**src/rtl/cmos_pixel_assembler.sv**
```systemverilog
// DVP byte-stream to RGB565 pixel assembler with post-reset frame skipping
// and per-frame geometry checking. Single clock domain on the sensor pixel clock.
module cmos_pixel_assembler #(
  parameter int VIDEO_WIDTH  = 1280,
  parameter int VIDEO_HEIGHT = 720,
  parameter int SKIP_FRAMES  = 10,
  parameter int BYTE_ORDER   = 0
) (
  input  logic        clk_in,
  input  logic        rst,
  input  logic        cmos_vsync,
  input  logic        cmos_href,
  input  logic [7:0]  cmos_data,
  output logic        vs_out,
  output logic        hs_out,
  output logic        de_out,
  output logic [15:0] data_out,
  output logic        init_done,
  output logic [7:0]  frame_cnt,
  output logic        size_err
);

  localparam logic [11:0] WIDTH  = 12'(VIDEO_WIDTH);
  localparam logic [10:0] HEIGHT = 11'(VIDEO_HEIGHT);
  localparam logic [7:0]  SKIP   = 8'(SKIP_FRAMES);

  logic        vsync_s1;
  logic        href_s1;
  logic [7:0]  data_s1;
  logic        href_d;
  logic        byte_phase;
  logic [7:0]  byte_hold;
  logic [11:0] pix_cnt;
  logic [10:0] line_cnt;
  logic [10:0] line_next;
  logic        err_acc;
  logic        err_next;
  logic        frame_err;
  logic [7:0]  skip_cnt;
  logic        href_eff;
  logic        href_rise;
  logic        href_fall;
  logic        frame_end;
  logic        frame_start;

  // vs_out doubles as the one-cycle-delayed vsync used for edge detection.
  assign href_eff    = href_s1 & ~vsync_s1;
  assign href_rise   = href_eff & ~href_d;
  assign href_fall   = ~href_eff & href_d;
  assign frame_end   = vsync_s1 & ~vs_out;
  assign frame_start = ~vsync_s1 & vs_out;
  assign init_done   = (skip_cnt == SKIP);
  assign hs_out      = href_d & init_done;

  always_ff @(posedge clk_in or negedge rst) begin
    if (!rst) begin
      vsync_s1 <= 1'b0;
      href_s1  <= 1'b0;
      data_s1  <= 8'd0;
      vs_out   <= 1'b0;
      href_d   <= 1'b0;
    end else begin
      vsync_s1 <= cmos_vsync;
      href_s1  <= cmos_href;
      data_s1  <= cmos_data;
      vs_out   <= vsync_s1;
      href_d   <= href_eff;
    end
  end

  always_ff @(posedge clk_in or negedge rst) begin
    if (!rst) begin
      byte_phase <= 1'b0;
      byte_hold  <= 8'd0;
      de_out     <= 1'b0;
      data_out   <= 16'd0;
      pix_cnt    <= 12'd0;
    end else begin
      de_out <= 1'b0;
      if (href_eff) begin
        byte_phase <= ~byte_phase;
        if (!byte_phase) begin
          byte_hold <= data_s1;
        end else begin
          if (init_done) begin
            data_out <= (BYTE_ORDER == 0) ? {byte_hold, data_s1} : {data_s1, byte_hold};
            de_out   <= 1'b1;
          end
          if (pix_cnt != 12'hFFF) pix_cnt <= pix_cnt + 12'd1;
        end
        if (href_rise) pix_cnt <= 12'd0;
      end else begin
        byte_phase <= 1'b0;
      end
    end
  end

  // A line end can land on the frame-end cycle, so its effects are folded in combinationally.
  always_comb begin
    line_next = line_cnt;
    err_next  = err_acc;
    if (href_fall) begin
      if (line_cnt != 11'h7FF) line_next = line_cnt + 11'd1;
      if ((pix_cnt != WIDTH) || byte_phase) err_next = 1'b1;
    end
  end

  assign frame_err = err_next | (line_next != HEIGHT);

  always_ff @(posedge clk_in or negedge rst) begin
    if (!rst) begin
      line_cnt  <= 11'd0;
      err_acc   <= 1'b0;
      skip_cnt  <= 8'd0;
      frame_cnt <= 8'd0;
      size_err  <= 1'b0;
    end else if (frame_start) begin
      line_cnt <= 11'd0;
      err_acc  <= 1'b0;
    end else if (frame_end) begin
      line_cnt <= line_next;
      err_acc  <= frame_err;
      if (skip_cnt < SKIP) skip_cnt <= skip_cnt + 8'd1;
      if (init_done) begin
        size_err  <= frame_err;
        frame_cnt <= frame_cnt + 8'd1;
      end
    end else begin
      line_cnt <= line_next;
      err_acc  <= err_next;
    end
  end

endmodule

```
**config.mk**
```make
export PLATFORM = sky130hd
export DESIGN_NAME = cmos_pixel_assembler
export DESIGN_NICKNAME = d
export VERILOG_FILES = /design/src/rtl/cmos_pixel_assembler.sv
export SDC_FILE = /design/constraint.sdc
export NUM_CORES = 1
export LEC_CHECK = 0
export ABC_AREA = 0
export CAP_MARGIN = 20
export CORE_MARGIN = 10
export CORE_UTILIZATION = 57
export CTS_BUF_LIST = sky130_fd_sc_hd__clkbuf_8
export CTS_CLUSTER_DIAMETER = 80
export CTS_CLUSTER_SIZE = 16
export DETAILED_ROUTE_END_ITERATION = 6
export GPL_ROUTABILITY_DRIVEN = 0
export PLACE_DENSITY = 0.81
export RECOVER_POWER = 50
export SKIP_CTS_REPAIR_TIMING = 1
export SLEW_MARGIN = 20
export SYNTH_ARGS = -nofsm -noshare
export SYNTH_HDL_FRONTEND = slang
export SYNTH_SLANG_ARGS = --single-unit
```
**constraint.sdc**
```tcl
create_clock -name clk_in -period 2.75 [get_ports clk_in]
set_clock_uncertainty 0.15 [all_clocks]
set_input_delay 0.4125 -clock clk_in [delete_from_list [all_inputs] [get_ports clk_in]]
set_output_delay 0.4125 -clock clk_in [all_outputs]
set_load 0.01 [all_outputs]
```
# Yosys cells after proc, flatten, opt, wreduce, memory -nomap -nowiden
# Index checks and enable logic that the tools add are counted.
[totals]
regBits = 79
in_bits = 12
output_inout_bits = 29
wordCells = 60
[classes]
n_addsub = 4
magnitude_cmp = 1
n_eq_ne = 5
mux = 14
bitwise = 13
reduce_logical = 8
[op_table]
columns = ["cell", "count"]
rows = [
  ["2-to-1 mux 12 bit", 3],
  ["2-to-1 mux 11 bit", 3],
  ["adder 8 x 1 -> 8 bit, second input constant", 2],
  ["adder 12 x 1 -> 12 bit, second input constant", 1],
  ["inequality test 12 x 11 -> 1 bit, second input constant", 1],
  ["inequality test 12 bit, second input constant", 1],
  ["AND reduction 3 bit", 4],
  ["adder 11 x 1 -> 11 bit, second input constant", 1],
  ["inequality test 11 x 10 -> 1 bit, second input constant", 1],
  ["inequality test 11 bit, second input constant", 1],
  ["equality test 8 x 4 -> 1 bit, second input constant", 1],
  ["less-than comparator 8 x 4 -> 1 bit, second input constant", 1],
  ["2-to-1 mux 1 bit", 8],
  ["bitwise AND 1 bit", 6],
  ["inverter 1 bit", 6],
  ["nonzero test 2 bit", 2],
  ["AND reduction 2 bit", 1],
  ["logical OR 1 bit", 1],
  ["OR 1 bit", 1],
]

# Logic depth before layout (Yosys ltp)
# Gate-level depths: netlist of run 1.
[logic_depth]
word_depth = 9
ltp_mapped = 9
ltp_nobuf = 8

# Least setup slack after synthesis of run 1
# No wires, ideal clock.
[synth_timing]
path_type = "reg2reg"
from = "reg skip_cnt[5]"
to = "reg data_out[10]"
arrival_time_ps = 2113
setup_slack_ps = 362
stages_incl_launch_ff = 7
n_path_buf = 2
period_less_slack_ps = 2388
cell_sequence = "dfrtp_1 -> nor4_1 -> nor3b_1 -> and3_1 -> buf_2 -> buf_2 -> mux2_2"
[synth_via]
elab_chain_cells = 2
[synth_lines]
columns = ["element", "line", "text"]
rows = [
  ["start, declared", "39", "logic [7:0] skip_cnt;"],
  ["start signal, assigned", "123", "if (skip_cnt < SKIP) skip_cnt <= skip_cnt + 8'd1;"],
  ["equality test 8 x 4 -> 1 bit", "52", "assign init_done = (skip_cnt == SKIP);"],
  ["net init_done", "18", "output logic init_done,"],
  ["AND reduction 3 bit (no line)", "n/a", ""],
  ["end signal, assigned", "86", "data_out <= (BYTE_ORDER == 0) ? {byte_hold, data_s1} : {data_s1, byte_hold};"],
  ["end, declared", "17", "output logic [15:0] data_out,"],
]
# The timed path passes the listed nets, and every way through them passes these cells.
# A chain may end at the register's enable or synchronous reset.

# Worst setup path after layout of run 1
[layout_timing]
from = "reg skip_cnt[5]"
to = "out hs_out"
[layout_via]
elab_chain_cells = 2
[layout_lines]
columns = ["element", "line", "text"]
rows = [
  ["equality test 8 x 4 -> 1 bit", "52", ""],
  ["bitwise AND 1 bit", "53", "assign hs_out = href_d & init_done;"],
  ["end, declared", "15", "output logic hs_out,"],
]
# No other way between the ends.

==> flow_summary.ini, run 1 <==
[synthesis]
synth.cells.most_frequent = sky130_fd_sc_hd__dfrtp_1, sky130_fd_sc_hd__nor2_1, sky130_fd_sc_hd__mux2_2
number_of_enable_type_register_cells_in_the_synthesized_netlist = 0
synth_sequential_area_ratio_pct = 57.9
synthTopCellsByArea = sky130_fd_sc_hd__dfrtp_1, sky130_fd_sc_hd__mux2_2, sky130_fd_sc_hd__xor2_1
synth.avg_cell_area_um2 = 11.9
synth.ff_latch_count = 79
yosys.area.top_type = sky130_fd_sc_hd__dfrtp_1
yosys.cell_count.top_type = sky130_fd_sc_hd__dfrtp_1
postSynthNetCount = 305
async_reset_ff_share_pct = 100
netlist.area_leader.share_pct = 57.9
yosysWarningCount = 0
postSynthCellCount = 287
synth_flop_cell = sky130_fd_sc_hd__dfrtp_1
syn-cell-area_mm2 = 0.00342
ys_types = 46

[worst_setup_path]
worst_setup_path_end_kind = output port
reg2reg_slack_ps = 320
worst_r2r_startpoint = vsync_s1$_DFF_PN0_
rr_worst_depth = 8
timing.critical_path.required_ps = 2190
worst_r2r_endpoint = size_err$_DFFE_PN0P_
path_max_fanout = 3
crit_type = reg -> out
critPathLaunchType = flop
cp_data_arrival_time_ps = 2100

[route]
detail_route.drc_violations = 0
routed_via_density = 5.57
routed_wirelength_um = 6680
avgRoutedWirePerCell_um = 16.1
route.vias.total = 2317
drt_first_pass_iters = 4
drt_iter0_drc = 161
ant_nets = 0

[timing]
finalMaxSlewViolations = 0
tightestPinTransition_ps = 1180
slew-limit-headroom_pct = 21.2
fin_crit_ps = 2670
layout_worst_path_cycle_share_pct = 97.0
report.final.setup_viol = 0
report.final.hold_viol_count = 0
max_freq_mhz = 375

[placement]
dp.cells = 399
number_of_port_buffers = 40
dp.final_hpwl_um = 4800

[global_route]
grt_start_max_net_pins = 50
grt_pass1_vias = 2334
antenna_found_initial = 0
grt_first_pass_wirelength_um = 11400
globalRouteTotalUtil_pct = 14.4
grt.overflow.total = 0

[clock_network]
clkTransAtPathRegs_ps = 80
deepest_clock_path_buffer_count = 2
cts_sinks = 79
cts_buffers = 9
h-tree-depth = 3
tritoncts = built
clock-root-buffer = sky130_fd_sc_hd__clkbuf_8
clock_insertion_delay_worst_skew_ps = 340

[worst_hold_path]
cells_on_worst_hold_path = 0
min-delay-start = skip_cnt[4]$_DFFE_PN0P_
min-delay-path-class = reg -> reg
timing.hold.worst_endpoint = skip_cnt[4]$_DFFE_PN0P_

[power_and_ir_drop]
p_per_area_mw_per_mm2 = 662
peakVddDrop_v = 0.000502
cellLeakagePower_nw = 1.90

[run_status]
run_status = finished clean

[layout]
num_antenna_cells = 0
layout-drive-gt1-share_pct = 16.1
utilization_pct = 70.4
area_delta_synth_final_pct = 21.4
finalNonFillerCells = 416
final_net_count = 354
fill_cells = 428

[floorplan]
initial_core_util_pct = 58.0
io_pins = 41
die_x_um = 97.4
std_cell_rows = 28
die_y_um = 97.4
design.die.area_mm2 = 0.00949
core_region_area_mm2 = 0.00589

[flow_run]
maxCapViolations = 0
-- critical path, stage by stage, from the launching register on --
cell and delay, ps:
sky130_fd_sc_hd__dfrtp_1 380, sky130_fd_sc_hd__nor4_1 390, sky130_fd_sc_hd__nor3b_2 310, sky130_fd_sc_hd__and2_1 160
sky130_fd_sc_hd__clkdlybuf4s50_1 530
-- metal layers --
layer	vias up	wire length (um)	global-route usage, %
met5	-	0	0
met4	0	39	6.26
met3	4	504	5.33
met2	70	3200	22.1
met1	1143	2940	17.7
li1	1100	-	-
-- power by group --
| group | internal [mW] | leakage, nW | total (mW) | switching [mW] |
|---|---|---|---|---|
| logic | 0.225 | 0.744 | 0.402 | 0.176 |
| registers | 1.28 | 1.04 | 1.38 | 0.101 |
| clock network | 0.522 | 0.111 | 0.963 | 0.441 |
-- flip-flops by register name, indices dropped and copies added, names as in the netlist --
signal      flops
href_s1         1
vsync_s1        1
line_cnt       11
href_d          1
byte_hold       8
de_out          1
err_acc         1
frame_cnt       8
data_s1         8
data_out       16
pix_cnt        12
skip_cnt        8
size_err        1
vs_out          1
byte_phase      1
-- cell families (layout without fill, tap and decap cells) --
family / Yosys count / in the layout / synth area share (%)
buffers and inverters: 18 / 72 / 2.38
XOR/XNOR: 24 / 24 / 6.15
AO/OA/AOI/OAI: 22 / 22 / 4.69
multiplexers: 28 / 28 / 9.30
adder cells (fa/ha/maj): 7 / 7 / 2.49
flip-flops: 79 / 79 / 57.9
AND/OR/NAND/NOR: 109 / 109 / 17.1
-- stage by stage --
stage | power, mW | instance area (um^2) | setup WS [ps] | hold WS (ps) | TNS [ps]
floorplan | 1.60 | 3420 | 362 | -33.1 | 0
global placement | 1.80 | 3920 | 424 | 217 | 0
detailed placement | 1.81 | 3920 | 339 | 219 | 0
CTS | 2.78 | 4140 | 47.0 | -67.4 | 0
global route | 2.89 | 4150 | -12.9 | 253 | -12.9
finish | 2.75 | 4150 | 83.9 | 233 | 0
-- worst max-delay path by stage --
stage | start | end | slack, ps | cells past startpoint
after floorplan | skip_cnt[5]$_DFFE_PN0P_ | data_out[10]$_DFFE_PN0P_ | 360 | 6
after global placement | vsync_s1$_DFF_PN0_ | size_err$_DFFE_PN0P_ | 420 | 8
after detailed placement | vsync_s1$_DFF_PN0_ | size_err$_DFFE_PN0P_ | 340 | 8
after CTS | skip_cnt[5]$_DFFE_PN0P_ | hs_out | 50 | 4
after global routing | skip_cnt[5]$_DFFE_PN0P_ | hs_out | -10 | 4
final | skip_cnt[5]$_DFFE_PN0P_ | hs_out | 80 | 4
-- layout make-up --
type	count	area, um^2	share of cell area, %
Clock inverter	7	103	2.48
Timing Repair Buffer	49	457	11.0
Sequential cell	79	1980	47.7
Multi-Input combinational cell	190	1360	32.9
Clock buffer	9	124	2.99
Inverter	7	28.8	0.694
Tap cell	75	93.8	2.26
-- layout by cell type (no fill, tap or decap), drive strengths merged, types with 3 or more instances in the layout --
master,count
dfrtp,79
nor2,30
clkdlybuf4s50,29
mux2,27
nand2,20
nand3,14
xor2,14
clkbuf,13
and3,12
dlygate4sd3,11
xnor2,10
inv,10
ha,6
nand4,5
buf,5
o21ai,4
a21oi,4
nor3,3
nor2b,3
and2,3
a211oi,3
nor4,3
No activity file was read; power rests on OpenSTA's default activity.
==> run 2, diff against run 1 <==
CORE_UTILIZATION = 35   (was 57)
PLACE_DENSITY = default   (was 0.81)
PLACE_DENSITY_LB_ADDON = 0.12   (was default)
SLEW_MARGIN = 15   (was 20)
==> run 2 against run 1 <==
  * Register-to-register slack lost 120 ps
  * Clock power is 3.7% lower
  * Core utilization decreased by 25 points
==> flow_summary.ini, run 2 (synthesized netlist as in run 1, its figures left out) <==
[timing]
report.final.setup_viol = 0
rsz0062_at_grt = false
slew-limit-headroom_pct = 33.0
postLayoutSetupSlackWorst_ps = 202
layout_worst_path_cycle_share_pct = 92.7
setup-tns-final_ps = 0
fin_crit_ps = 2550
report.final.hold_viol_count = 0
max_freq_mhz = 392
tightestPinTransition_ps = 1000
finalMaxSlewViolations = 0

[route]
routed_via_density = 4.82
ant_nets = 0
routed_wirelength_um = 6890
drt_first_pass_iters = 4
detail_route.drc_violations = 0
drt_iter0_drc = 72
route.vias.total = 2267
avgRoutedWirePerCell_um = 14.7

[clock_network]
deepest_clock_path_buffer_count = 2
clock-root-buffer = sky130_fd_sc_hd__clkbuf_8
clkTransAtPathRegs_ps = 80
cts_buffers = 9
cts_sinks = 79
tritoncts = built
clock_insertion_delay_worst_skew_ps = 350
h-tree-depth = 3

[power_and_ir_drop]
peakVddDrop_v = 0.000299
total_power_mw = 2.72
cellLeakagePower_nw = 1.92
p_per_area_mw_per_mm2 = 643

[placement]
number_of_port_buffers = 40
dp.cells = 453
dp_slack_ps = 221
detailed_place.area_mm2 = 0.00400
dp.final_hpwl_um = 4890

[global_route]
grt_pass1_vias = 2257
grt_start_max_net_pins = 42
antenna_found_initial = 0
globalRouteTotalUtil_pct = 10.2
grt_first_pass_wirelength_um = 11800
grt.overflow.total = 0

[worst_hold_path]
min-delay-path-class = reg -> reg

[floorplan]
initial_core_util_pct = 36.4
core_region_area_mm2 = 0.00937
design.die.area_mm2 = 0.0141
io_pins = 41
die_x_um = 119
die_y_um = 119
std_cell_rows = 35

[layout]
finish.instance_area_mm2 = 0.00422
finalNonFillerCells = 470
number_of_flip_flops_in_the_largest_register = 16
layout_top_registers = data_out: 16 flops, pix_cnt: 12 flops, line_cnt: 11 flops
fill_cells = 925
registers.top_by_ff_count = data_out
area.sequential_mm2 = 0.00198
layout-drive-gt1-share_pct = 16.4
area_delta_synth_final_pct = 23.7
final_common_cell = sky130_fd_sc_hd__dfrtp_1
multi_input_area_mm2 = 0.00138
num_antenna_cells = 0
final_net_count = 354
highest_count_cells_in_the_layout_ignoring_fill_and_taps = sky130_fd_sc_hd__dfrtp_1, sky130_fd_sc_hd__nor2_1, sky130_fd_sc_hd__clkdlybuf4s50_1

[worst_setup_path]
timing.critical_path.required_ps = 2840
critPathLaunchType = flop
path_max_fanout = 8
cp_data_arrival_time_ps = 2640
crit_type = reg -> reg
worst_setup_path_end_kind = flop

[flow_run]
maxCapViolations = 0

[run_status]
run_status = finished clean
-- run 2: path summary, 6_finish.rpt --
| path | from | endpoint | cells past startpoint | slack [ps] |
|---|---|---|---|---|
| setup / recovery | line_cnt[0]$_DFF_PN0_ | size_err$_DFFE_PN0P_ | 7 | 200 |
| hold / removal | skip_cnt[5]$_DFFE_PN0P_ | skip_cnt[5]$_DFFE_PN0P_ | 0 | 290 |
| setup reg to reg | line_cnt[0]$_DFF_PN0_ | size_err$_DFFE_PN0P_ | 7 | 200 |
| hold reg to reg | skip_cnt[5]$_DFFE_PN0P_ | skip_cnt[5]$_DFFE_PN0P_ | 0 | 290 |
| max in group asynchronous | rst | href_s1$_DFF_PN0_ | 3 | 440 |
| min in group asynchronous | rst | line_cnt[4]$_DFF_PN0_ | 2 | 610 |
-- run 2: worst max-delay path, cell delays in order (launching register included) --
cell and delay, ps:
sky130_fd_sc_hd__dfrtp_1 490, sky130_fd_sc_hd__ha_1 300, sky130_fd_sc_hd__nand2_1 140, sky130_fd_sc_hd__nor4_4 320
sky130_fd_sc_hd__and3_1 220, sky130_fd_sc_hd__mux2_1 330, sky130_fd_sc_hd__nand4bb_1 210, sky130_fd_sc_hd__mux2_4 280
-- run 2: layout make-up --
type,instances,area share (%)
timing repair buffer,49,10.9
multi-input combinational,190,32.8
sequential,79,46.8
tap,129,3.82
clock inverter,6,1.75
inverter,7,0.681
clock buffer,10,3.26
-- run 2: where the power goes --
| part | leakage, nW | internal, mW | switching (mW) |
|---|---|---|---|
| clock network | 0.108 | 0.459 | 0.468 |
| logic | 0.770 | 0.228 | 0.177 |
| registers | 1.04 | 1.28 | 0.102 |
-- run 2: metrics by stage --
stage	util [%]	hold WS [ps]
6_report	45.1	287
5_1_grt	45.1	299
4_1_cts	44.9	-96.6
3_5_place_dp	42.6	217
3_3_place_gp	42.6	216
2_1_floorplan	-	-33.1
-- run 2: per-layer routing --
metal,routed length (um),track usage [%],share of wire [%]
met2,3210,14.7,47
met3,393,3.81,5.7
met4,115,3.44,1.7
met5,0,0,0
met1,3180,13.8,46
==> run 3, diff against run 2 <==
CELL_PAD_IN_SITES_DETAIL_PLACEMENT = 1   (was default)
CELL_PAD_IN_SITES_GLOBAL_PLACEMENT = 1   (was default)
CORE_UTILIZATION = 46   (was 35)
==> run 3 against run 2 <==
  * Core utilization increased by 13 points
  * Highest routed layer unchanged
  * Maximum frequency decreased by 3.1%
  * Combinational power increased by 3%
  * Via count increased by 3.0%
  * Critical path depth decreased by 1
  * Die area decreased by 20%
  * Cell count decreased by 6.2%
  * The flow now finishes with violations (max-capacitance violations, max-slew violations)
  * Register-to-register slack improved by 70 ps
  * Sequential power about the same
  * Clock power increased by 3.1%
==> flow_summary.ini, run 3 (synthesized netlist as in run 1, its figures left out) <==
[run_status]
run_status = finished, violations left
failed_checks = max-capacitance violations, max-slew violations

[global_route]
grt.overflow.total = 0
grt_first_pass_wirelength_um = 13100
grt_pass1_vias = 2573
antenna_found_initial = 0
globalRouteTotalUtil_pct = 14.3
grt_start_max_net_pins = 80

[worst_hold_path]
timing.hold.worst_endpoint = skip_cnt[5]$_DFFE_PN0P_
min-delay-path-class = reg -> reg
min-delay-start = skip_cnt[5]$_DFFE_PN0P_
cells_on_worst_hold_path = 0

[route]
avgRoutedWirePerCell_um = 17.2
routed_wirelength_um = 7600
ant_nets = 0
drt_iter0_drc = 97
route.vias.total = 2335
drt_first_pass_iters = 4
detail_route.drc_violations = 0
routed_via_density = 5.29

[power_and_ir_drop]
power_switching_mw = 0.804
power.share.clock_pct = 34.6
p_per_area_mw_per_mm2 = 658
comb_power_share_pct = 15.1
cellLeakagePower_nw = 1.94
share_seq_of_total_power_pct = 50.4
peakVddDrop_v = 0.000387
p_int_mw = 1.96
power.switching_fraction_pct = 29.0

[layout]
finalNonFillerCells = 441
number_of_flip_flops_in_the_largest_register = 16
num_antenna_cells = 0
final_net_count = 355
finish.instance_area_mm2 = 0.00421
registers.top_by_ff_count = data_out
final_common_cell = sky130_fd_sc_hd__dfrtp_1
layout-drive-gt1-share_pct = 17.0
highest_count_cells_in_the_layout_ignoring_fill_and_taps = sky130_fd_sc_hd__dfrtp_1, sky130_fd_sc_hd__nor2_1, sky130_fd_sc_hd__clkdlybuf4s50_1
area_delta_synth_final_pct = 23.1
layout_top_registers = data_out: 16 flops, pix_cnt: 12 flops, line_cnt: 11 flops

[worst_setup_path]
cp_data_arrival_time_ps = 2070
reg2reg_slack_ps = 270
critical_path_buffer_and_inverter_count = 3
worst_r2r_startpoint = vsync_s1$_DFF_PN0_
timing.critical_path.required_ps = 2190
worst_r2r_endpoint = size_err$_DFFE_PN0P_
critical_path.top_delay_family = buffers and inverters
path_max_fanout = 3
cells_traversed_along_the_worst_timing_path = inv_1, ha_1, nand2_1, nor3b_4, buf_4, clkdlybuf4s50_1
critPathLaunchType = flop
crit_type = reg -> out
rr_worst_depth = 8
cpMaxStageDelayCell = sky130_fd_sc_hd__clkdlybuf4s50_1
worst_setup_path_end_kind = output port
cp_slowest_stage_delay_ps = 520

[timing]
slew-limit-headroom_pct = -13.1
fin_crit_ps = 2630
tightestPinTransition_ps = 1700
report.final.hold_viol_count = 0
max_freq_mhz = 380
layout_worst_path_cycle_share_pct = 95.7
report.final.setup_viol = 0
finalMaxSlewViolations = 80
rsz0062_at_grt = false

[clock_network]
clkTransAtPathRegs_ps = 100
h-tree-depth = 3
cts_buffers = 9
cts_sinks = 79
tritoncts = built
clock-root-buffer = sky130_fd_sc_hd__clkbuf_8
clock_insertion_delay_worst_skew_ps = 360
deepest_clock_path_buffer_count = 2

[floorplan]
core_region_area_mm2 = 0.00725
std_cell_rows = 31
design.die.area_mm2 = 0.0113
die_x_um = 106
io_pins = 41
initial_core_util_pct = 47.1
die_y_um = 106

[placement]
number_of_port_buffers = 40
dp.cells = 423
dp.final_hpwl_um = 5260
detailed_place.area_mm2 = 0.00396

[flow_run]
maxCapViolations = 1
[run 3: cell type report]
cell class / instances / area, um^2
fillers: 759 / 3050
flip-flops and latches: 79 / 1980
multi-input cells: 190 / 1380
repair buffers: 50 / 475
clock buffers: 9 / 124
well taps: 99 / 124
clock inverters: 7 / 92.6
inverters: 7 / 28.8
[run 3: routing by layer]
| layer | vias to the layer above | GRT usage (%) | share of wire [%] |
|---|---|---|---|
| met5 | - | 0 | 0 |
| met4 | 0 | 5.22 | 1.2 |
| met3 | 9 | 4.23 | 3.7 |
| met2 | 30 | 23.6 | 51 |
| met1 | 1193 | 17.5 | 44 |
| li1 | 1103 | - | - |
[run 3: power by group through the flow]
stage / sequential [mW] / combinational [mW] / clock (mW)
after floorplan: 1.40 / 0.202 / 0
after global placement: 1.40 / 0.408 / 0
after detailed placement: 1.41 / 0.419 / 0
after CTS: 1.39 / 0.425 / 0.980
after global routing: 1.42 / 0.464 / 1.03
final: 1.39 / 0.417 / 0.956
[run 3: worst max-delay path by stage]
stage                                        from                       end  slack (ps)  cells after the start
after CTS                 skip_cnt[5]$_DFFE_PN0P_                    hs_out        -220                      4
after global routing      skip_cnt[0]$_DFFE_PN0P_                 init_done           4                      6
final                     skip_cnt[0]$_DFFE_PN0P_                 init_done         120                      6
after floorplan           skip_cnt[5]$_DFFE_PN0P_  data_out[10]$_DFFE_PN0P_         360                      6
after global placement    skip_cnt[5]$_DFFE_PN0P_                    hs_out         310                      4
after detailed placement  skip_cnt[5]$_DFFE_PN0P_                    hs_out         200                      4
[run 3: through the flow]
step	hold WS (ps)	TNS [ps]	util (%)	power [mW]	setup slack (ps)
2_1_floorplan	-33.1	0	-	1.60	362
3_3_place_gp	215	0	54.6	1.81	306
3_5_place_dp	222	0	54.6	1.83	197
4_1_cts	-80.7	-329	57.5	2.80	-217
5_1_grt	308	0	58.0	2.91	4.14
6_report	288	0	58.0	2.77	119
[run 3: worst register-to-register path, delay by kind of cell (launching register included)]
family / cells / cell delay [ps]
simple gates: 3 / 790
mux: 1 / 280
compound gates: 1 / 340
flops: 1 / 430
buf+inv: 2 / 280
xor+xnor: 1 / 80
